File: src/rtl/mips_multicycle_ctrl.sv
// Multi-cycle MIPS main control FSM. It sequences fetch, decode, execute, memory and writeback steps.
// Optional feature macro: MIPS_CTRL_ILLEGAL_OP_EN (unknown opcodes trap to EXC instead of acting as a NOP).
module mips_multicycle_ctrl #(
    parameter logic [5:0] OP_RTYPE = 6'b000000,
    parameter logic [5:0] OP_LW    = 6'b100011,
    parameter logic [5:0] OP_SW    = 6'b101011,
    parameter logic [5:0] OP_BEQ   = 6'b000100,
    parameter logic [5:0] OP_J     = 6'b000010,
    parameter logic [5:0] OP_ADDI  = 6'b001000
) (
    input  logic       clk,
    input  logic       rst_n,
    input  logic [5:0] op,
    input  logic       mem_ready,
    output logic       pc_write,
    output logic       pc_write_cond,
    output logic       i_or_d,
    output logic       mem_read,
    output logic       mem_write,
    output logic       ir_write,
    output logic       mem_to_reg,
    output logic       reg_dst,
    output logic       reg_write,
    output logic       alu_src_a,
    output logic [1:0] alu_src_b,
    output logic [1:0] alu_op,
    output logic [1:0] pc_source,
    output logic       instr_done,
    output logic [3:0] state
);

    typedef enum logic [3:0] {
        S_IDLE   = 4'd0,
        S_FETCH  = 4'd1,
        S_DECODE = 4'd2,
        S_MEMADR = 4'd3,
        S_MEMRD  = 4'd4,
        S_MEMWB  = 4'd5,
        S_MEMWR  = 4'd6,
        S_EXEC   = 4'd7,
        S_RWB    = 4'd8,
        S_BRANCH = 4'd9,
        S_JUMP   = 4'd10,
        S_ADDIEX = 4'd11,
        S_ADDIWB = 4'd12,
        S_EXC    = 4'd13
    } state_t;

    state_t state_q, state_d;
    logic   op_known;

    assign op_known = (op == OP_RTYPE) || (op == OP_LW) || (op == OP_SW) ||
                      (op == OP_BEQ)   || (op == OP_J)  || (op == OP_ADDI);

    always_ff @(posedge clk or negedge rst_n) begin
        if (!rst_n) state_q <= S_IDLE;
        else        state_q <= state_d;
    end

    always_comb begin
        state_d = S_IDLE;
        case (state_q)
            S_IDLE:   state_d = S_FETCH;
            S_FETCH:  state_d = mem_ready ? S_DECODE : S_FETCH;
            S_DECODE: begin
`ifdef MIPS_CTRL_ILLEGAL_OP_EN
                state_d = S_EXC;
`else
                state_d = S_FETCH;
`endif
                if (op_known) begin
                    if (op == OP_LW || op == OP_SW) state_d = S_MEMADR;
                    else if (op == OP_RTYPE)        state_d = S_EXEC;
                    else if (op == OP_BEQ)          state_d = S_BRANCH;
                    else if (op == OP_J)            state_d = S_JUMP;
                    else                            state_d = S_ADDIEX;
                end
            end
            S_MEMADR: state_d = (op == OP_LW) ? S_MEMRD : S_MEMWR;
            S_MEMRD:  state_d = mem_ready ? S_MEMWB : S_MEMRD;
            S_MEMWB:  state_d = S_FETCH;
            S_MEMWR:  state_d = mem_ready ? S_FETCH : S_MEMWR;
            S_EXEC:   state_d = S_RWB;
            S_RWB:    state_d = S_FETCH;
            S_BRANCH: state_d = S_FETCH;
            S_JUMP:   state_d = S_FETCH;
            S_ADDIEX: state_d = S_ADDIWB;
            S_ADDIWB: state_d = S_FETCH;
`ifdef MIPS_CTRL_ILLEGAL_OP_EN
            S_EXC:    state_d = S_FETCH;
`else
            S_EXC:    state_d = S_IDLE;
`endif
            default:  state_d = S_IDLE;
        endcase
    end

    // Outputs decode straight from the state register so that reset clears them asynchronously.
    always_comb begin
        pc_write      = 1'b0;
        pc_write_cond = 1'b0;
        i_or_d        = 1'b0;
        mem_read      = 1'b0;
        mem_write     = 1'b0;
        ir_write      = 1'b0;
        mem_to_reg    = 1'b0;
        reg_dst       = 1'b0;
        reg_write     = 1'b0;
        alu_src_a     = 1'b0;
        alu_src_b     = 2'b00;
        alu_op        = 2'b00;
        pc_source     = 2'b00;
        instr_done    = 1'b0;
        case (state_q)
            S_FETCH: begin
                mem_read  = 1'b1;
                alu_src_b = 2'b01;
                ir_write  = mem_ready;
                pc_write  = mem_ready;
            end
            S_DECODE: begin
                alu_src_b = 2'b11;
`ifndef MIPS_CTRL_ILLEGAL_OP_EN
                instr_done = !op_known;
`endif
            end
            S_MEMADR: begin
                alu_src_a = 1'b1;
                alu_src_b = 2'b10;
            end
            S_MEMRD: begin
                mem_read = 1'b1;
                i_or_d   = 1'b1;
            end
            S_MEMWB: begin
                reg_write  = 1'b1;
                mem_to_reg = 1'b1;
                instr_done = 1'b1;
            end
            S_MEMWR: begin
                mem_write  = 1'b1;
                i_or_d     = 1'b1;
                instr_done = mem_ready;
            end
            S_EXEC: begin
                alu_src_a = 1'b1;
                alu_op    = 2'b10;
            end
            S_RWB: begin
                reg_write  = 1'b1;
                reg_dst    = 1'b1;
                instr_done = 1'b1;
            end
            S_BRANCH: begin
                alu_src_a     = 1'b1;
                alu_op        = 2'b01;
                pc_write_cond = 1'b1;
                pc_source     = 2'b01;
                instr_done    = 1'b1;
            end
            S_JUMP: begin
                pc_write   = 1'b1;
                pc_source  = 2'b10;
                instr_done = 1'b1;
            end
            S_ADDIEX: begin
                alu_src_a = 1'b1;
                alu_src_b = 2'b10;
            end
            S_ADDIWB: begin
                reg_write  = 1'b1;
                instr_done = 1'b1;
            end
`ifdef MIPS_CTRL_ILLEGAL_OP_EN
            S_EXC: begin
                pc_write   = 1'b1;
                pc_source  = 2'b11;
                instr_done = 1'b1;
            end
`endif
            default: ;
        endcase
    end

    assign state = state_q;

endmodule

File: config.mk
export PLATFORM = sky130hd
export DESIGN_NAME = mips_multicycle_ctrl
export DESIGN_NICKNAME = d
export VERILOG_FILES = /design/src/rtl/mips_multicycle_ctrl.sv
export SDC_FILE = /design/constraint.sdc
export NUM_CORES = 1
export LEC_CHECK = 0
export ABC_AREA = 1
export CORE_AREA = 5 5 42 44
export DETAILED_ROUTE_END_ITERATION = 10
export DIE_AREA = 0 0 47 49
export DONT_BUFFER_PORTS = 1
export GPL_TIMING_DRIVEN = 0
export PLACE_DENSITY = 0.64
export SLEW_MARGIN = 10
export SYNTH_ARGS = -nofsm -noshare
export SYNTH_HDL_FRONTEND = slang
export SYNTH_SLANG_ARGS = --single-unit
export TNS_END_PERCENT = 50
File: constraint.sdc
create_clock -name clk -period 1.42 [get_ports clk]
set_input_delay 0.426 -clock clk [delete_from_list [all_inputs] [get_ports clk]]
set_output_delay 0.426 -clock clk [all_outputs]
set_load 0.005 [all_outputs]
# --- Word level (Yosys, flattened, before mapping) ---
# Index checks and enable logic that the tools add are counted.
word_totals:
  latchBits: 0
  elab_cells: 58
  memories: 0
  reg_bits: 4
  out_inout_bits: 21
  ram_bits: 0
  inputBits: 9
  rom_bits: 0
op_classes:
  n_lt_le_gt_ge: 0
  addsub: 0
  n_eq_ne: 17
  div_mod_pow: 0
  bitwise: 0
  mul: 0
  n_mux: 24
  n_shift: 0
  reduce_logical: 16
ops:
  columns: ["op", "n"]
  rows:
  - ["$pmux W4 S8", 1]
  - ["$eq A4 B4 Y1 const B", 5]
  - ["$eq A4 B3 Y1 const B", 4]
  - ["$eq A6 B6 Y1 const B", 2]
  - ["$mux W4", 3]
  - ["$mux W1", 11]
  - ["$eq A4 B2 Y1 const B", 2]
  - ["$pmux W2 S2", 2]
  - ["$eq A6 B2 Y1 const B", 1]
  - ["$eq A6 B3 Y1 const B", 1]
  - ["$eq A6 B4 Y1 const B", 1]
  - ["$logic_not A6 Y1", 1]
  - ["$logic_or A1 B1 Y1", 6]
  - ["$mux W2", 3]
  - ["$pmux W2 S3", 1]
  - ["$reduce_or A2 Y1", 3]
  - ["$reduce_or A6 Y1", 1]
  - ["$reduce_or A5 Y1", 1]
  - ["$eq A4 B1 Y1 const B", 1]
  - ["$logic_not A4 Y1", 1]
  - ["$reduce_or A4 Y1", 1]
  - ["$mux W3", 1]
  - ["$pmux W1 S3", 1]
  - ["$reduce_or A3 Y1", 1]
  - ["2 further kinds", 2]

# --- Longest topological paths before layout ---
depth:
  word_depth: 8
  ltp_mapped: 8
  depth_no_buf: 8

# --- Least setup slack after synthesis ---
# No wires, ideal clock.
synth_timing:
  path_type: "input -> output"
  startpoint: "input port op[5]"
  endpoint: "output port instr_done"
  n_path_buf: 0
  arrival_time_ns: 1.000
  stages: 6
  slack_ns: -0.006
  path_cell_list: "nor2_1 -> nand3_1 -> nand3_1 -> nor2_1 -> nand2_1 -> nand2_1"
synth_between:
  elab_chain_cells: 8
  word_cells_on_any_way: 13
  cone_classes: "eq/ne (5); mux (1); reduce/logical (7)"
synth_rtl:
  columns: ["element", "line_no", "text"]
  rows:
  - ["start: declaration", "13", "input logic [5:0] op,"]
  - ["$eq A6 B6 Y1 or $logic_not A6 Y1 (tied branches)", "52", "assign op_known = (op == OP_RTYPE) || (op == OP_LW) || (op == OP_SW) ||"]
  - ["$logic_or A1 B1 Y1 (3 in a row)", "52", null]
  - ["$logic_or A1 B1 Y1", "53", "(op == OP_BEQ) || (op == OP_J) || (op == OP_ADDI);"]
  - ["$logic_or A1 B1 Y1 (*)", "53", null]
  - ["$logic_not A1 Y1 (*)", "124", "instr_done = !op_known;"]
  - ["$pmux W1 S3 (*)", "114", "case (state_q)"]
  - ["end: declaration", "28", "output logic instr_done,"]
# Mark *: on every way between the ends. The rest lies on a longest branch, timed or not.

# --- Worst setup path after layout ---
layout_timing:
  startpoint: "register state_q[2], in the netlist state[2]"
  endpoint: "output port instr_done"
layout_between:
  elab_chain_cells: 3
  word_cells_on_any_way: 9
  cone_classes: "eq/ne (7); mux (1); reduce/logical (1)"
layout_rtl:
  columns: ["element", "line_no", "text"]
  rows:
  - ["start: declaration", "49", "state_t state_q, state_d;"]
  - ["start signal: assignment", "57", "else state_q <= state_d;"]
  - ["$eq A4 B4 Y1 or $eq A4 B3 Y1 (tied branches)", "114", null]
  - ["$reduce_or A5 Y1 (no line)", null, null]
  - ["$pmux W1 S3 (*)", "114", null]
# Marks and branches as above.

==> results.py <==
metrics = {
    "outcome": {
        "outcome": "complete, but fails checks",
        "violations": "negative setup slack",
    },
    "sta": {
        "worst-slew-pin-transition_ns": 0.317,
        "slew_violations": 0,
        "period_needed_ns": 1.71,
        "fmax_mhz": 585,
        "setup_violations": 17,
        "setup_ws_ns": -0.290,
        "post-route-period-util_pct": 120,
        "relSlewSlack_pct": 78.7,
        "rsz0062_at_grt": "true",
        "clock_skew_ns": 0.00632,
        "hold_viol": 0,
    },
    "logic_synthesis": {
        "synth-xor-area-share_pct": 0,
        "async_reset_ff_share_pct": 100,
        "yosys.area.top_type": "nand2_1",
        "synth.net_count": 106,
        "synth_seq_area_share_pct": 19.9,
        "synth.area.mux_share_pct": 0,
        "ys_seq_elements": 4,
        "ys.flop_type": "dfrtp_1",
        "syn_area_um2": 503,
        "yosys-top-cells-count": "nand2_1, nor2_1, inv_1",
        "synth_top_family_by_area": "simple AND/OR/NAND/NOR gates",
        "ys_types": 17,
        "synthDominantCellAreaShare_pct": 22.4,
        "synth_compound_area_share_pct": 11.2,
        "synth-edff-count": 0,
        "synth_adder_area_share_pct": 0,
        "synth-simple-area-share_pct": 51.0,
        "synthTopCellsByArea": "nand2_1, dfrtp_1, nor2_1",
        "syn_avg_cell_area_um2": 5.19,
        "syn_inst": 97,
        "synth_most_common_cell": "nand2_1",
        "yosysWarningCount": 0,
    },
    "cells_and_area": {
        "largest_reg_flops": 4,
        "final_design_area_no_fill_um2": 702,
        "drive_gt1_share_pct": 43.4,
        "antennaDiodeCount": 0,
        "fin_nets": 117,
        "post-route-util_pct": 50.1,
        "fin_cells": 122,
        "nFillCells": 152,
        "synthToLayoutAreaGrowth_pct": 39.6,
    },
    "placed_design": {
        "dpl_worst_slack_ns": -0.139,
        "gp_congestion": 0.840,
        "port_buffers": 0,
        "dp.cells": 113,
        "dp_hpwl_um": 1120,
        "postPlaceCellArea_um2": 526,
    },
    "pwr": {
        "vdd_ir_drop_max_uv": 490,
        "p_per_area_nw_per_um2": 1620,
        "p_leak_nw": 0.408,
    },
    "clocking": {
        "cts_max_level": 1,
        "clkLatencyLatePin_ns": 0.23,
        "cts_tree": "yes",
        "cts.sink_count": 4,
        "cts_root_buffer": "clkbuf_4",
        "path_clk_slew_ns": 0.03,
        "cts-buffers-inserted": 3,
        "cts.path.max_buffers": 2,
    },
    "global_route": {
        "grt_pass1_vias": 614,
        "grt_pass1_wl_um": 2330,
        "grt_antenna_before_repair": 0,
        "track_usage_pct": 13.8,
        "grt_overflow": 0,
        "grt_max_degree": 7,
    },
    "critical_path": {
        "crit_arrival_ns": 1.28,
        "crit_fanout": 6,
        "r2r_cells": 8,
        "r2r-end": "state[0]",
        "reg2reg_slack_ns": 0.17,
        "worstSetupStartpointType": "flop",
        "crit_start": "state[2]",
        "timing.rr.start": "state[3]",
        "path_class": "reg2out",
        "crit_path_end_kind": "output pin",
        "crit_path_end": "instr_done",
        "critPathRequiredTime_ns": 0.99,
    },
    "floorplanning": {
        "ios": 30,
        "rows": 14,
        "core-area_um2": 1400,
        "initial_core_util_pct": 35.9,
        "die-area_um2": 2300,
        "die_y_um": 49,
        "dieWidth_um": 47,
    },
    "route": {
        "routed_wl_um": 1510,
        "drc_errors": 0,
        "drt_iter0_drc": 9,
        "firstDrtPassIters": 4,
        "avgViaCountPerCell": 5.07,
        "vias": 619,
        "antenna_left": 0,
        "wire_per_inst_um": 12.4,
    },
    "hold_path": {
        "hp-class": "in2reg",
    },
    "job": {
        "drv_cap": 0,
    },
}
-- cell usage in the layout, fill, tap and decap left out, drive strengths merged, types with 2 or more instances in the layout --
| master | synthesis | routed |
|---|---|---|
| buf | 2 | 7 |
| a21oi | 2 | 2 |
| clkbuf | 0 | 3 |
| nand3 | 6 | 6 |
| nor2 | 21 | 21 |
| nor3 | 2 | 2 |
| nand2 | 31 | 31 |
| inv | 20 | 20 |
| o21ai | 6 | 6 |
| dfrtp | 4 | 4 |
-- routing by layer --
layer / vias to the layer above / track usage [%] / part of all wire, %
li1: 317 / - / -
met4: 0 / 9.22 / 0.86
met1: 276 / 12.6 / 34
met3: 2 / 3.32 / 9.2
met5: - / 0 / 0
met2: 24 / 24.9 / 56
-- critical path, cell delays in order (launching register included) --
cell	delay, ns
dfrtp_2	0.45
inv_2	0.07
nand2_2	0.09
inv_4	0.06
nand2_4	0.07
nand2_2	0.07
nor3_2	0.15
nand2_1	0.09
-- report_power, final --
| group | total [mW] | switching [mW] | internal (mW) |
|---|---|---|---|
| combinational | 0.753 | 0.482 | 0.271 |
| sequential | 0.244 | 0.0825 | 0.162 |
| clock | 0.137 | 0.0427 | 0.0942 |
| total | 1.13 | 0.607 | 0.527 |
-- kinds of logic after synthesis --
family	count (synthesis)
flip-flops	4
AO/OA/AOI/OAI	10
buffers and inverters	22
AND/OR/NAND/NOR	61
-- layout make-up --
class | instances | area (um2) | share of cell area [%]
Clock buffer | 3 | 22.5 | 3.21
Buffer | 2 | 22.5 | 3.21
Multi-Input combinational cell | 71 | 397 | 56.5
Timing Repair Buffer | 6 | 51.3 | 7.31
Inverter | 20 | 85.1 | 12.1
Tap cell | 16 | 20.0 | 2.85
Sequential cell | 4 | 104 | 14.8
-- what timing repair did --
item	CTS	global route
gates resized for setup	33	5
hold endpoints to repair	4	0
setup buffers	5	0
pin swaps	8	1
hold buffers	1	0
endpoints found under the setup margin	17	17
-- how the worst min path moves through the flow --
stage | depth (start not counted) | end | startpoint | slack, ns
global placement | 0 | state[2] | rst_n | 0.13
detailed placement | 0 | state[0] | rst_n | 0.13
floorplan | 0 | state[0] | rst_n | 0.13
CTS | 1 | state[2] | mem_ready | 0.37
global route | 1 | state[2] | mem_ready | 0.36
finish | 1 | state[2] | mem_ready | 0.38
-- stage by stage --
stage / hold WS, ns / power, mW / setup TNS (ns)
after floorplan: 0.130 / 0.631 / 0
after global placement: 0.130 / 0.735 / -0.257
after detailed placement: 0.130 / 0.740 / -0.276
after CTS: 0.367 / 1.09 / -2.58
after global routing: 0.361 / 1.23 / -3.82
final: 0.380 / 1.13 / -2.72
Note: power is estimated with default switching activity, not from simulation.
==> RTL edit 1, RTL diff (same settings) <==
Add a define of `MIPS_CTRL_ILLEGAL_OP_EN`.
--- a/src/rtl/mips_multicycle_ctrl.sv
+++ b/src/rtl/mips_multicycle_ctrl.sv
@@ -1,5 +1,7 @@
 // Multi-cycle MIPS main control FSM. It sequences fetch, decode, execute, memory and writeback steps.
 // Optional feature macro: MIPS_CTRL_ILLEGAL_OP_EN (unknown opcodes trap to EXC instead of acting as a NOP).
+`define MIPS_CTRL_ILLEGAL_OP_EN
+
 module mips_multicycle_ctrl #(
     parameter logic [5:0] OP_RTYPE = 6'b000000,
     parameter logic [5:0] OP_LW    = 6'b100011,
Formal check against the unedited RTL: not equivalent (Yosys sat finds a counterexample within 4 cycles, from zero or initial values and one cycle with rst_n low).
==> RTL edit 1 against the original RTL <==
The run still ends with setup timing left. Wire length fell by 4.4%. Maximum frequency increased by 0.90%. Worst setup slack gained 0.015 ns. Via count fell by 3.1%. Synthesized cell count decreased by 6.2%. Sequential cell count did not move. First-iteration DRC count shrank 56%. Total power increased by 30%. Combinational power is 34% higher. Final area up 0.89%. Synthesized area increased by 3.7%. Register-to-register slack worse by 0.02 ns.
==> RTL edit 1: results (changes against the original RTL) <==
Timing
  – Worst slew margin: 84.0% (+5.3 points)
  – # setup viols final: 17 (unchanged)
  – Skew final: 0.00254 ns (-0.00378 ns)
  – Post-route setup slack: -0.275 ns (+0.0152 ns)

Power
  – VDD IR max: 0.000725 V (+48%)
  – Leak: 0.344 nW (-16%)

Global route
  – Initial antenna violation count: 0 (unchanged)
  – Pin count of the biggest net entering global routing: 9 (+2)
  – GRT Resource Usage Total: 13.3% (-0.49 points)
  – First-pass GRT wire length: 2290 microns (-1.8%)
  – Vias in the first global route: 574 (-6.5%)

Setup path
  – Worst Path Max Fanout: 6 (unchanged)
  – Top Family by Delay on Critical Path: flip-flops

Place
  – Placed cell areas: 542 sq um (+3.1%)
  – PortBufs: 0 (unchanged)
  – Final HPWL DP: 1090 microns (-2.7%)
  – Final RePlAce weighted congestion: 0.776 (-7.6%)
  – Pre-CTS WS: -0.108 ns (+0.0313 ns)

Yosys
  – Syn nets: 100 (-5.7%)
  – Synth top cells by count: nor2_1, nand2_1, inv_1
  – Register area share after synthesis: 19.2% (-0.72 points)
  – Netlist cell types: 19 (+2)
  – Synth area leaders: dfrtp_1, nor2_1, nand2_1
  – Dominant register cell in the synthesized netlist: dfrtp_1

Outcome
  – Failing checks: setup timing
  – Status: complete, but fails checks

Layout
  – Final #Nets: 114 (-2.6%)
  – Layout cells sized above 1: 45.6% (+2.2 points)
  – Design area: 708 sq um (+0.89%)
  – Layout filler cell count: 150 (-1.3%)

Routing
  – Drt initial violations: 4 (-5)
  – DR vias/cell: 5.04 (-0.63%)
  – Post-Route WL: 1440 microns (-4.4%)
  – DRT Pass-1 Iters: 4 (unchanged)
RTL edit 1: cell count changes after synthesis, moves of 2 or more:
cell     delta
nand2_2     +3
nand3_1     +3
nor2_2      +2
nand2_1    -16
inv_2       -4
nor2_1      +4
nand3_2     +2
a21oi_1     -2
RTL edit 1: final cells by class:
class	instances	area share (%)
Sequential cell	4	14.8
Clock buffer	3	3.18
Timing Repair Buffer	9	9.89
Tap cell	16	2.83
Buffer	1	1.59
Multi-Input combinational cell	70	59.2
Inverter	16	8.48
RTL edit 1: tightest hold or removal path, cell delays in order:
cell     delay [ns]
nand2_2        0.05
nand3_2        0.06
nor2_1         0.03
nand3_1        0.06
RTL edit 1: stage by stage:
| step | power [mW] | cells | TNS, ns |
|---|---|---|---|
| 5_1_grt | 1.62 | 119 | -3.99 |
| 3_5_place_dp | 0.992 | 107 | -0.456 |
| 6_report | 1.48 | 119 | -2.77 |
| 3_3_place_gp | 0.991 | 107 | -0.501 |
| 2_1_floorplan | 0.849 | 91 | 0 |
| 4_1_cts | 1.33 | 114 | -2.34 |
RTL edit 1: repair_timing:
action	CTS	global route
setup endpoints to repair	17	17
buffers inserted	3	5
endpoints found under the hold margin	4	0
hold buffers	1	0
resized for setup	18	8
pin swaps	4	6
RTL edit 1: logic make-up (layout without fill, tap and decap cells):
family          after synthesis  count (layout)  share of synthesized area (%)
compound gates                9               9                           11.3
simple gates                 61              61                           56.6
buf+inv                      17              29                           13.0
flops                         4               4                           19.2
RTL edit 1: worst paths after layout:
kind | from | endpoint | slack, ns | cells past startpoint
setup / recovery | state[1] | instr_done | -0.27 | 5
hold / removal | mem_ready | state[0] | 0.44 | 4
setup reg to reg | state[3] | state[1] | 0.15 | 8
max in group asynchronous | rst_n | state[1] | 0.78 | 1
hold reg to reg | state[3] | state[3] | 0.73 | 2
min in group asynchronous | rst_n | state[3] | 0.46 | 1
RTL edit 1: metal layers:
metal  share of wire (%)  routed length [microns]  track usage (%)
met1                  40                      578             14.9
met2                  48                      698             21.5
met3                  11                      164             4.43
met4                   0                        0             6.91
met5                   0                        0                0
RTL edit 1: power by group:
group          switching, mW  internal (mW)
registers              0.149          0.176
clock network         0.0451         0.0945
logic                  0.612          0.402
total                  0.806          0.672
==> RTL edit 2, RTL diff (config.mk and constraints unchanged) <==
Without the edit above. Reset style: synchronous (`rst_n`), changed in one clocked block. Comments in the files are not updated.
--- a/src/rtl/mips_multicycle_ctrl.sv
+++ b/src/rtl/mips_multicycle_ctrl.sv
@@ -52,7 +52,7 @@
     assign op_known = (op == OP_RTYPE) || (op == OP_LW) || (op == OP_SW) ||
                       (op == OP_BEQ)   || (op == OP_J)  || (op == OP_ADDI);
 
-    always_ff @(posedge clk or negedge rst_n) begin
+    always_ff @(posedge clk) begin
         if (!rst_n) state_q <= S_IDLE;
         else        state_q <= state_d;
     end
Function: differs if rst_n is asserted again (counterexample within 4 cycles, from zero or initial values and one cycle with rst_n low); with rst_n held inactive, the same outputs for 10 cycles.
==> RTL edit 2 against the original RTL <==
The run still ends with setup timing left. First-iteration DRC count fell by 22%. Clock skew fell by 0.0039 ns. Final area rose by 8.6%. Worst setup slack improved by 0.018 ns. Sequential cell count did not move. Cell count rose by 5.7%. Synthesized area rose by 5.5%. Critical path depth did not move. Wire length rose by 4.4%. Largest cell class unchanged. Highest routed layer is now met3.
Power is not compared: it rests on default switching activity, and its combinational part moved more than twofold at a synthesized area within 25%.
==> RTL edit 2: results (changes against the original RTL) <==
Setup path
  – FF-to-FF End: state[0]
  – Worst setup path start: state[3]
  – Reg2reg path depth: 10 (+2)
  – Worst Path Max Fanout: 4 (-2)
  – R2R setup slack: 0.16 ns
  – Max incr delay on CP: 0.37 ns (-0.08 ns)
  – Slowest cell on crit path: dfxtp_4
  – FF-to-FF Start: state[0]
  – Top Family by Delay on Critical Path: flip-flops

Worst hold path
  – Worst hold path class: in -> reg
  – Worst Min Path Start: rst_n
  – Hold path depth: 2 (+1)
  – Hold EP: state[0]

CTS
  – CTS clk-pin slew, worst paths: 0.04 ns
  – Clock Tree Buf Depth: 2 (unchanged)
  – Total clock buffers created by CTS: 3 (unchanged)
  – Root Buffer: clkbuf_4

Global route
  – M3 GR Usage: 2.21% (-1.1 points)
  – Met1 usage: 16.4% (+3.8 points)
  – Met2 usage: 22.2% (-2.7 points)
  – Vias in the first global route: 568 (-7.5%)
  – Pin count of the biggest net entering global routing: 6 (-1)
  – GRT Resource Usage Total: 13.0% (-0.83 points)
  – First-pass GRT wire length: 2300 microns (-1.2%)

Outcome
  – Status: complete, but fails checks
  – Failing checks: setup timing

Routing
  – Via count: 620 (+0.16%)
  – Drt initial violations: 7 (-2)
  – Post-Route WL: 1570 microns (+4.4%)
  – DRT Pass-1 Iters: 4 (unchanged)

Yosys
  – Async SR Flop Fraction: 0% (-100 points)
  – Synth Area in XOR/XNOR: 0% (unchanged)
  – Synth top cells by count: nand2_1, nor2_1, inv_1
  – Synth Area per Inst: 5.36 sq um (+3.3%)
  – Syn nets: 108 (+1.9%)
  – Synth area leaders: dfxtp_1, nand2_1, nor2_1
  – Dominant register cell in the synthesized netlist: dfxtp_1
  – Compound-gate portion of the synthesized area: 11.1% (-0.11 points)
  – Register area share after synthesis: 15.1% (-4.8 points)
  – Yosys warning count: 0 (unchanged)
  – Netlist cell types: 18 (+1)

Timing
  – Skew final: 0.00246 ns (-0.00386 ns)
  – Worst slew margin: 82.7% (+4.0 points)
  – # setup viols final: 13 (-4)
  – Hold_ws: 0.306 ns (-0.0740 ns)
  – Post-route setup slack: -0.272 ns (+0.0177 ns)
  – Setup TNS: -1.46 ns (+1.26 ns)

Place
  – Inst Count DP: 115 (+1.8%)
  – Final HPWL DP: 1180 microns (+5.8%)
  – Final RePlAce weighted congestion: 0.826 (-1.7%)
  – Placed cell areas: 551 sq um (+4.8%)
  – Pre-CTS WS: -0.184 ns (-0.0447 ns)

Layout
  – Layout filler cell count: 148 (-2.6%)
  – Non-filler cells, final: 129 (+5.7%)
  – Layout cells sized above 1: 46.9% (+3.5 points)
  – Multi-input logic area: 427 sq um (+7.6%)
  – Antenna Cells: 0 (unchanged)

Power
  – Psw: 178 uW
  – Leak: 0.428 nW
## RTL edit 2: per-layer routing
layer / up-vias / routed length, microns
met3: 0 / 104
met1: 272 / 578
li1: 329 / -
met4: 0 / 0
met2: 19 / 890
met5: - / 0
## RTL edit 2: cells by family (layout without fill, tap and decap cells)
family                 count (synthesis)  after routing
and+or+nand+nor                       62             62
DFF                                    4              4
AOI/OAI and AO/OA                     10             10
buffers and inverters                 23             37
## RTL edit 2: cell type report
class                           count  area share [%]
Tap cell                           16            2.63
Inverter                           22            12.2
Clock buffer                        3            2.96
Timing Repair Buffer               11            12.3
Buffer                              1            1.48
Sequential cell                     4            12.5
Multi-Input combinational cell     72            56.0
## RTL edit 2: what timing repair did
item / CTS / global route
gates resized for setup: 22 / 14
pin swaps: 7 / 7
buffers inserted: 5 / 6
setup endpoints to repair: 15 / 14
